$ cat config.mk
export PLATFORM = sky130hd
export DESIGN_NAME = snake_pipe_flat
export DESIGN_NICKNAME = d
export VERILOG_FILES = /design/src/rtl/snake_pipe_pkg.sv /design/src/rtl/snake_pipe_if.sv /design/src/rtl/snake_pipe_lane.sv /design/src/rtl/snake_pipe.sv /design/src/flat_wrapper.sv
export SDC_FILE = /design/constraint.sdc
export NUM_CORES = 1
export LEC_CHECK = 0
export BUFFER_PORTS_ARGS = -buffer_cell sky130_fd_sc_hd__buf_2
export CELL_PAD_IN_SITES_DETAIL_PLACEMENT = 1
export CELL_PAD_IN_SITES_GLOBAL_PLACEMENT = 2
export CORE_UTILIZATION = 35
export CTS_CLUSTER_DIAMETER = 40
export DETAILED_ROUTE_END_ITERATION = 12
export PLACE_DENSITY = 0.82
export REMOVE_ABC_BUFFERS = 1
export SLEW_MARGIN = 20
export SYNTH_ARGS = -nofsm -noshare
export SYNTH_HDL_FRONTEND = slang
export SYNTH_HIERARCHICAL = 1
export SYNTH_SLANG_ARGS = --single-unit
$ cat constraint.sdc
create_clock -name clk -period 3 [get_ports clk]
set_input_delay 0.3 -clock clk [delete_from_list [all_inputs] [get_ports clk]]
set_output_delay 0.3 -clock clk [all_outputs]
set_load 0.02 [all_outputs]
$ cat src/rtl/snake_pipe_pkg.sv
// snake_pkg: reduction mode encodings and the lane rotation helper shared by
// the snake_pipe top level, its lanes and the testbench.
package snake_pkg;

    // Reduction modes, sampled with the input word and carried with the token
    localparam logic [1:0] SNAKE_XOR = 2'd0;
    localparam logic [1:0] SNAKE_SUM = 2'd1;
    localparam logic [1:0] SNAKE_OR  = 2'd2;
    localparam logic [1:0] SNAKE_AND = 2'd3;

    // Widest word rotl can handle; callers zero-extend into and truncate out of it
    localparam int ROTL_MAX_WIDTH = 64;

    // Rotate the low 'width' bits of 'value' left by 'shift' places, modulo width
    function automatic logic [ROTL_MAX_WIDTH-1:0] rotl(
        input logic [ROTL_MAX_WIDTH-1:0] value,
        input int                        width,
        input int                        shift
    );
        logic [ROTL_MAX_WIDTH-1:0] result;
        result = '0;
        for (int b = 0; b < ROTL_MAX_WIDTH; b++) begin
            if (b < width) begin
                result[(b + shift) % width] = value[b];
            end
        end
        return result;
    endfunction

endpackage

$ cat src/rtl/snake_pipe_if.sv
// snake_pipe_if: producer-side and consumer-side valid/ready streams of
// snake_pipe plus its handshake counter, bundled for a single port.
interface snake_pipe_if #(
    parameter int WIDTH = 8
);
    import snake_pkg::*;

    logic             in_valid;
    logic             in_ready;
    logic [WIDTH-1:0] in_data;
    logic [1:0]       in_mode;
    logic             out_valid;
    logic             out_ready;
    logic [WIDTH-1:0] out_data;
    logic [15:0]      out_count;

    // Environment side: produces input words, consumes results
    modport master (
        output in_valid, in_data, in_mode, out_ready,
        input  in_ready, out_valid, out_data, out_count
    );

    // Block side: accepts input words, presents results
    modport slave (
        input  in_valid, in_data, in_mode, out_ready,
        output in_ready, out_valid, out_data, out_count
    );

endinterface

$ cat src/rtl/snake_pipe_lane.sv
// snake_lane: data register chain for one lane. The word is rotated by SHIFT
// on entry and then shifted through DEPTH stages. Stage enables come from the
// top level so every lane moves in lockstep with the shared valid chain.
module snake_lane
    import snake_pkg::*;
#(
    parameter int WIDTH = 8,
    parameter int DEPTH = 2,
    parameter int SHIFT = 0
) (
    input  logic             clk,
    input  logic [WIDTH-1:0] i_data,
    input  logic [DEPTH-1:0] i_load,
    output logic [WIDTH-1:0] o_data
);

    logic [WIDTH-1:0] w_rot;
    logic [WIDTH-1:0] r_stage [DEPTH];

    assign w_rot  = WIDTH'(rotl(ROTL_MAX_WIDTH'(i_data), WIDTH, SHIFT));
    assign o_data = r_stage[DEPTH-1];

    // Data only moves when its stage is loaded; validity lives in the top level
    always_ff @(posedge clk) begin
        if (i_load[0]) begin
            r_stage[0] <= w_rot;
        end
        for (int n = 1; n < DEPTH; n++) begin
            if (i_load[n]) begin
                r_stage[n] <= r_stage[n-1];
            end
        end
    end

endmodule

$ cat src/rtl/snake_pipe.sv
// snake_pipe: one input word fans out into LANES rotated copies, each carried
// through DEPTH register stages, then reduced (XOR/SUM/OR/AND, chosen per
// token) into a registered output stage. Fully backpressured valid/ready
// pipeline with a wrapping count of completed output handshakes.
module snake_pipe
    import snake_pkg::*;
#(
    parameter int WIDTH = 8,
    parameter int LANES = 4,
    parameter int DEPTH = 2
) (
    input  logic         clk,
    input  logic         rst,
    snake_pipe_if.slave  bus
);

    // Index 0..DEPTH-1 are the lane stages, index DEPTH is the output stage
    logic [DEPTH:0]   r_valid;
    logic [DEPTH:0]   w_adv;
    logic [DEPTH:0]   w_load;
    logic [1:0]       r_mode [DEPTH];
    logic [WIDTH-1:0] w_lane [LANES];
    logic [WIDTH-1:0] w_reduce;
    logic [WIDTH-1:0] r_out_data;
    logic [15:0]      r_count;
    logic             w_in_ready;
    logic             w_accept;

    // A stage advances when it holds a token and the next stage is free or moving
    always_comb begin
        logic [DEPTH:0] adv;
        adv        = '0;
        adv[DEPTH] = r_valid[DEPTH] && bus.out_ready;
        for (int n = DEPTH - 1; n >= 0; n--) begin
            adv[n] = r_valid[n] && (!r_valid[n+1] || adv[n+1]);
        end
        w_adv = adv;
    end

    assign w_in_ready = !rst && (!r_valid[0] || w_adv[0]);
    assign w_accept   = bus.in_valid && w_in_ready;
    assign w_load     = {w_adv[DEPTH-1:0], w_accept};

    assign bus.in_ready  = w_in_ready;
    assign bus.out_valid = r_valid[DEPTH];
    assign bus.out_data  = r_out_data;
    assign bus.out_count = r_count;

    for (genvar g = 0; g < LANES; g++) begin : g_lane
        snake_lane #(
            .WIDTH (WIDTH),
            .DEPTH (DEPTH),
            .SHIFT (g)
        ) u_lane (
            .clk    (clk),
            .i_data (bus.in_data),
            .i_load (w_load[DEPTH-1:0]),
            .o_data (w_lane[g])
        );
    end

    // Mode travels alongside the lane data so a later mode change cannot touch it
    always_ff @(posedge clk) begin
        if (w_load[0]) begin
            r_mode[0] <= bus.in_mode;
        end
        for (int n = 1; n < DEPTH; n++) begin
            if (w_load[n]) begin
                r_mode[n] <= r_mode[n-1];
            end
        end
    end

    // Combine all lane outputs using the mode that arrived with this token
    always_comb begin
        logic [WIDTH-1:0] accXor;
        logic [WIDTH-1:0] accSum;
        logic [WIDTH-1:0] accOr;
        logic [WIDTH-1:0] accAnd;
        accXor = '0;
        accSum = '0;
        accOr  = '0;
        accAnd = '1;
        for (int l = 0; l < LANES; l++) begin
            accXor = accXor ^ w_lane[l];
            accSum = accSum + w_lane[l];
            accOr  = accOr | w_lane[l];
            accAnd = accAnd & w_lane[l];
        end
        w_reduce = accXor;
        case (r_mode[DEPTH-1])
            SNAKE_XOR: w_reduce = accXor;
            SNAKE_SUM: w_reduce = accSum;
            SNAKE_OR:  w_reduce = accOr;
            SNAKE_AND: w_reduce = accAnd;
        endcase
    end

    // Valid chain and handshake counter; reset drops every in-flight token
    always_ff @(posedge clk) begin
        if (rst) begin
            r_valid <= '0;
            r_count <= '0;
        end else begin
            r_valid <= w_load | (r_valid & ~w_adv);
            if (w_adv[DEPTH]) begin
                r_count <= r_count + 16'd1;
            end
        end
    end

    // Output data register only changes when a new result moves in
    always_ff @(posedge clk) begin
        if (rst) begin
            r_out_data <= '0;
        end else if (w_load[DEPTH]) begin
            r_out_data <= w_reduce;
        end
    end

endmodule

$ cat src/flat_wrapper.sv
// flat-port wrapper written by rule: the top's interface ports become plain ports
module snake_pipe_flat import snake_pkg::*;
#(
    parameter int WIDTH = 8,
    parameter int LANES = 4,
    parameter int DEPTH = 2
)
  (clk, rst, bus_in_valid, bus_in_data, bus_in_mode, bus_out_ready, bus_in_ready, bus_out_valid, bus_out_data, bus_out_count);
  snake_pipe_if #(.WIDTH(WIDTH)) bus_i ();
  input  logic clk;
  input  logic rst;
  input wire logic [$bits(bus_i.in_valid)-1:0] bus_in_valid;
  input wire logic [$bits(bus_i.in_data)-1:0] bus_in_data;
  input wire logic [$bits(bus_i.in_mode)-1:0] bus_in_mode;
  input wire logic [$bits(bus_i.out_ready)-1:0] bus_out_ready;
  output wire logic [$bits(bus_i.in_ready)-1:0] bus_in_ready;
  output wire logic [$bits(bus_i.out_valid)-1:0] bus_out_valid;
  output wire logic [$bits(bus_i.out_data)-1:0] bus_out_data;
  output wire logic [$bits(bus_i.out_count)-1:0] bus_out_count;
  assign bus_i.in_valid = bus_in_valid;
  assign bus_i.in_data = bus_in_data;
  assign bus_i.in_mode = bus_in_mode;
  assign bus_i.out_ready = bus_out_ready;
  assign bus_in_ready = bus_i.in_ready;
  assign bus_out_valid = bus_i.out_valid;
  assign bus_out_data = bus_i.out_data;
  assign bus_out_count = bus_i.out_count;
  snake_pipe #(.WIDTH(WIDTH), .LANES(LANES), .DEPTH(DEPTH)) u_core (.clk(clk), .rst(rst), .bus(bus_i));
endmodule
==> results.sh, run 1 <==
export IMPL_status="completed"
export IMPL_grt_total_usage_pct=14.6
export IMPL_die_w_microns=118
export IMPL_reg2reg_depth=12
export IMPL_syn_area_per_cell_sq_um=12.1
export IMPL_die_area_sq_um=14000
export IMPL_final_max_slew_violation_count=0
export IMPL_final_nets=464
export IMPL_synth_area_leaders="edfxtp_1, dfxtp_1, ha_1"
export IMPL_pwr_density_cell_nw_per_um2=587
export IMPL_cts_buffer_depth=2
export IMPL_ys_warn_count=6
export IMPL_rows=42
export IMPL_io_buffers=39
export IMPL_fp_dieH_microns=118
export IMPL_hold_viol_final=0
export IMPL_grt_pass1_vias=3040
export IMPL_antenna_found_initial=0
export IMPL_worstPathMaxFanout=3
export IMPL_hpwl_microns=6680
export IMPL_critical_path_arrival_ps=3090
export IMPL_cts_tree="yes"
export IMPL_synth_top_flop_cell="edfxtp_1"
export IMPL_core_area_sq_um=13200
export IMPL_holdCritPathClass="input pin to flip-flop"
export IMPL_yosysTopAreaCell="edfxtp_1"
export IMPL_synthToLayoutAreaGrowth_pct=11.7
export IMPL_slew_headroom_pct=44.7
export IMPL_setup_tns_final_ps=0
export IMPL_drc_errors=0
export IMPL_worstPathRequired_ps=3220
export IMPL_synth_top_area_share_pct=43.2
export IMPL_end_kind="flip-flop"
export IMPL_layout_drive_gt1_share_pct=19.2
export IMPL_syn_inst=390
export IMPL_fin_crit_ps=2870
export IMPL_grt_pass1_wl_microns=15400
export IMPL_start_kind="flip-flop"
export IMPL_insertion_delay_ps=350
export IMPL_ant_nets=0
export IMPL_dp_cells=572
export IMPL_ys_ff_latch=95
export IMPL_finalCoreUtilization_pct=40.1
export IMPL_htreeDepth=3
export IMPL_clkTransAtPathRegs_ps=60
export IMPL_ys_async_sr_fraction_pct=0
export IMPL_routed_via_density=4.64
export IMPL_fin_cells=593
export IMPL_fill_cells=1431
export IMPL_root_buffer="clkbuf_16"
export IMPL_synth_area_sq_um=4730
export IMPL_worstSetupPathType="flip-flop to flip-flop"
export IMPL_totalWireLength_microns=9250
export IMPL_finalClockSkew_ps=6.69
export IMPL_holdPathStages=1
export IMPL_numClockSinks=95
export IMPL_tightestPinTransition_ps=830
export IMPL_post_dp_cell_area_sq_um=4920
export IMPL_drtIter0Drc=91
export IMPL_vias=2750
export IMPL_wl_per_cell_microns=15.6
export IMPL_synth_most_common_cell="edfxtp_1"
export IMPL_max_clock_freq_mhz=348
export IMPL_initial_core_util_pct=35.9
export IMPL_setup_violations=0
export IMPL_final_period_utilization_pct=95.8
export IMPL_yosysSeqAreaShare_pct=54.6
export IMPL_io_pins=40
export IMPL_power_mw=3.10
export IMPL_cts_hold_buffers=0
export IMPL_maxCapViolCount=0
export IMPL_globalRouteOverflowTotal=0
export IMPL_num_antenna_cells=0
export IMPL_fin_area_sq_um=5290
export IMPL_synth_edf_count=68
export IMPL_gp_congestion=0.814
export IMPL_ys_top_cells_by_count="edfxtp_1, inv_1, buf_4"
export IMPL_firstDrtPassIters=4
export IMPL_cts_inserted_buffers=9
export IMPL_leakage_nw=2.11
export IMPL_grt_max_degree=35
export IMPL_synth_cell_types=50
export IMPL_ir_drop_uv=346
[layer usage]
layer / up-vias / wire length [microns] / global-route usage, %
met5: - / 0 / 0
met2: 35 / 4680 / 25.5
met1: 1361 / 4190 / 17.1
li1: 1344 / - / -
met3: 10 / 239 / 3.43
met4: 0 / 131 / 6.25
[cells by family (layout without fill, tap and decap cells)]
family | Yosys count | count (layout) | synth area share [%]
AO/OA/AOI/OAI | 51 | 51 | 6.98
buffers and inverters | 82 | 109 | 9.31
flip-flops | 95 | 95 | 54.6
adder cells (fa/ha/maj) | 38 | 38 | 12.3
XOR/XNOR | 37 | 37 | 6.85
AND/OR/NAND/NOR | 86 | 86 | 9.81
multiplexers | 1 | 1 | 0.212
[where the power goes]
group / total (mW) / internal, mW / leakage, nW / switching (mW)
Clock: 1.21 / 0.750 / 0.157 / 0.461
Sequential: 1.52 / 1.48 / 0.857 / 0.0396
Combinational: 0.377 / 0.166 / 1.09 / 0.212
[metrics by stage]
step                hold slack, ps  setup slack [ps]
floorplan                      369               130
global placement               402              47.7
finish                         131               126
detailed placement             406             -43.1
global route                   119             -9.65
CTS                            114              38.0
[sequential cells by signal, summed over array words and instances (netlist names)]
signal / cells
u_core/r_mode: 4
u_core/r_valid: 3
u_core/g_lane.u_lane/r_stage: 64
u_core/bus.out_count: 16
u_core/bus.out_data: 8
[repair_timing]
item | in CTS | in global routing
resized for setup | 2 | 4
endpoints found under the setup margin | 2 | 3
buffers inserted | 0 | 5
pin swaps | 0 | 4
[layout make-up]
class                           count  area [sq um]  share of cell area (%)
Tap cell                          176           220                    4.17
Clock inverter                      4          70.1                    1.33
Sequential cell                    95          2580                    48.9
Multi-Input combinational cell    213          1720                    32.6
Inverter                           42           158                    2.98
Timing Repair Buffer               51           285                    5.40
Clock buffer                       12           246                    4.66
[layout by cell type, fill, tap and decap left out, types with 2 or more instances in the layout]
cell type,count
xor2_1,14
clkbuf_16,9
ha_1,23
dfxtp_1,27
buf_4,12
xnor2_1,23
edfxtp_1,68
o21ai_1,2
inv_1,40
and2_1,2
o21ai_0,5
a21oi_2,2
a21boi_0,3
nand2b_1,4
nand2_1,20
a211oi_1,2
buf_2,39
and3_1,3
and4_1,2
a31oi_1,3
a21oi_1,17
nor2b_1,2
o32a_1,2
or3_1,2
nand3_1,7
nand4_1,5
nor2_1,27
inv_2,2
clkinv_2,2
o211ai_1,5
bufinv_16,2
clkbuf_1,2
fa_1,13
nor3b_1,3
[path summary, 6_finish.rpt]
check,start,to,slack [ps]
max,u_core/g_lane[2].u_lane/r_stage[0][9]$_DFFE_PP_,u_core/bus.out_data[5]$_SDFFE_PP0P_,130
min,bus_in_mode[1],u_core/r_mode[0][1]$_DFFE_PP_,130
max reg2reg,u_core/g_lane[2].u_lane/r_stage[0][9]$_DFFE_PP_,u_core/bus.out_data[5]$_SDFFE_PP0P_,130
min reg2reg,u_core/r_mode[0][1]$_DFFE_PP_,u_core/r_mode[0][3]$_DFFE_PP_,410
[critical path, cell delays in order, from the launching register on]
cell and delay (ps):
edfxtp_1 350, inv_1 70, fa_1 570, fa_1 420
inv_1 70, ha_2 180, inv_1 50, fa_2 350
nand2b_1 170, a21oi_2 160, a211oi_1 70, o31ai_1 200
a21oi_1 90
No activity file was read; power rests on OpenSTA's default activity.
==> inputs of run 2 (changes only) <==
--- a/config.mk
+++ b/config.mk
@@ -5,13 +5,13 @@
 export SDC_FILE = /design/constraint.sdc
 export NUM_CORES = 1
 export LEC_CHECK = 0
-export BUFFER_PORTS_ARGS = -buffer_cell sky130_fd_sc_hd__buf_2
 export CELL_PAD_IN_SITES_DETAIL_PLACEMENT = 1
 export CELL_PAD_IN_SITES_GLOBAL_PLACEMENT = 2
 export CORE_UTILIZATION = 35
 export CTS_CLUSTER_DIAMETER = 40
 export DETAILED_ROUTE_END_ITERATION = 12
-export PLACE_DENSITY = 0.82
+export DONT_BUFFER_PORTS = 1
+export PLACE_DENSITY = 0.79
 export REMOVE_ABC_BUFFERS = 1
 export SLEW_MARGIN = 20
 export SYNTH_ARGS = -nofsm -noshare
==> run 2 against run 1 <==
Against the previous run:
- clock power fell by 7%
- combinational power fell by 7.2%
- clock skew fell by 1.4 ps
- flip-flop and latch count did not move
- setup slack got worse by 100 ps
- design area fell by 4.0%
- power fell by 3.1%
- core utilization fell by 1.6 points
- hold slack got worse by 110 ps
- via count fell by 5.1%
- first-iteration DRC count rose by 81%
==> results.sh, run 2 (synthesized netlist as in run 1, its figures left out) <==
export IMPL_status="completed"
export IMPL_core_area_sq_um=13200
export IMPL_firstDrtPassIters=4
export IMPL_grt_max_degree=35
export IMPL_htreeDepth=3
export IMPL_leakage_nw=1.89
export IMPL_totalWireLength_microns=8670
export IMPL_slew_headroom_pct=47.6
export IMPL_worstSetupPathType="flip-flop to flip-flop"
export IMPL_post_dp_cell_area_sq_um=4710
export IMPL_end_kind="flip-flop"
export IMPL_die_area_sq_um=14000
export IMPL_cts_buffer_depth=2
export IMPL_io_pins=40
export IMPL_layout_drive_gt1_share_pct=11.7
export IMPL_dp_cells=531
export IMPL_insertion_delay_ps=340
export IMPL_final_nets=422
export IMPL_vias=2610
export IMPL_grt_pass1_wl_microns=14200
export IMPL_ant_nets=0
export IMPL_root_buffer="clkbuf_16"
export IMPL_cts_tree="yes"
export IMPL_cts_inserted_buffers=9
export IMPL_initial_core_util_pct=35.9
export IMPL_fin_area_sq_um=5070
export IMPL_reg2reg_depth=12
export IMPL_drc_errors=0
export IMPL_setup_violations=0
export IMPL_drtIter0Drc=165
export IMPL_synthToLayoutAreaGrowth_pct=7.19
export IMPL_whs_ps=22.1
export IMPL_grt_total_usage_pct=13.3
export IMPL_max_clock_freq_mhz=336
export IMPL_rows=42
export IMPL_routed_via_density=4.74
export IMPL_rsz0062_at_grt="yes"
export IMPL_io_buffers=0
export IMPL_mostFrequentLayoutCells="edfxtp_1, inv_1, nor2_1, dfxtp_1"
export IMPL_hold_viol_final=0
export IMPL_cts_hold_buffers=0
export IMPL_holdCritPathClass="input pin to flip-flop"
export IMPL_clkTransAtPathRegs_ps=70
export IMPL_final_period_utilization_pct=99.2
export IMPL_final_max_slew_violation_count=0
export IMPL_largest_register_ffs=64
export IMPL_fill_cells=1413
export IMPL_critPathSlowestCell="fa_1"
export IMPL_finalClockSkew_ps=5.30
export IMPL_top_register="u_core/g_lane.u_lane/r_stage"
export IMPL_crit_chain="inv_2 > fa_1 > fa_1 > inv_1 > ha_2 > inv_2 > fa_2 > nand2b_4 > a21oi_4 > a211oi_2 > o31ai_1 > a21oi_1"
export IMPL_globalRouteOverflowTotal=0
export IMPL_fin_crit_ps=2980
export IMPL_fp_dieH_microns=118
export IMPL_die_w_microns=118
export IMPL_cp_slowest_stage_delay_ps=560
export IMPL_holdPathStages=1
export IMPL_ir_drop_uv=525
export IMPL_hpwl_microns=6070
export IMPL_wl_per_cell_microns=15.7
export IMPL_pwr_density_cell_nw_per_um2=593
export IMPL_grt_pass1_vias=2825
export IMPL_fin_cells=551
export IMPL_tightestPinTransition_ps=785
export IMPL_mostFrequentLayoutCell="edfxtp_1"
export IMPL_critical_path_arrival_ps=3200
export IMPL_start_kind="flip-flop"
export IMPL_antenna_found_initial=0
export IMPL_worstPathRequired_ps=3230
export IMPL_maxCapViolCount=0
export IMPL_num_antenna_cells=0
export IMPL_worstPathMaxFanout=3
export IMPL_gp_congestion=0.759
export IMPL_numClockSinks=95
-- run 2: stage by stage --
step	util (%)	worst slack [ps]	power [mW]	setup TNS (ps)
after floorplan	-	130	1.79	0
after global placement	35.7	43.0	1.87	0
after detailed placement	35.7	-92.3	1.88	-118
after CTS	38.0	27.9	3.04	0
after global routing	38.5	-73.6	3.16	-83.2
final	38.5	22.8	3.01	0
-- run 2: final timing paths --
path,startpoint,endpoint,slack [ps]
worst max register to register,u_core/g_lane[1].u_lane/r_stage[0][9]$_DFFE_PP_,u_core/bus.out_data[5]$_SDFFE_PP0P_,20
worst min-delay path,rst,u_core/bus.out_data[3]$_SDFFE_PP0P_,20
worst max-delay path,u_core/g_lane[1].u_lane/r_stage[0][9]$_DFFE_PP_,u_core/bus.out_data[5]$_SDFFE_PP0P_,20
worst min register to register,u_core/g_lane[1].u_lane/r_stage[0][7]$_DFFE_PP_,u_core/g_lane[1].u_lane/r_stage[0][15]$_DFFE_PP_,420
-- run 2: critical path, delay by kind of cell, from the launching register on --
| kind | cells | cell delay (ps) |
|---|---|---|
| flip-flops | 1 | 370 |
| AND/OR/NAND/NOR | 1 | 160 |
| AO/OA/AOI/OAI | 4 | 560 |
| buffers and inverters | 3 | 190 |
| adder cells (fa/ha/maj) | 4 | 1590 |
-- run 2: layout make-up --
type	count	area, sq um	share of cell area [%]
well taps	176	220	4.34
clock inverters	7	71.3	1.41
repair buffers	9	67.6	1.33
clock buffers	9	225	4.44
inverters	42	158	3.11
flip-flops and latches	95	2580	50.9
multi-input cells	213	1750	34.5
-- run 2: power breakdown --
part | internal [mW] | switching (mW)
sequential | 1.48 | 0.0498
clock | 0.646 | 0.487
combinational | 0.160 | 0.190
-- run 2: layer usage --
layer / global-route usage (%) / vias up / routed length, microns
li1: - / 1263 / -
met1: 15.2 / 1294 / 3700
met2: 23.4 / 45 / 4400
met3: 4.15 / 8 / 465
met4: 4.81 / 0 / 97
met5: 0 / - / 0
-- run 2: repair_timing --
| item | in CTS | in global routing |
|---|---|---|
| pin swaps | 1 | 7 |
| gates cloned | 0 | 0 |
| setup endpoints to repair | 2 | 6 |
| setup buffers | 0 | 4 |
| resized for setup | 2 | 12 |
| hold endpoints to repair | 0 | 0 |
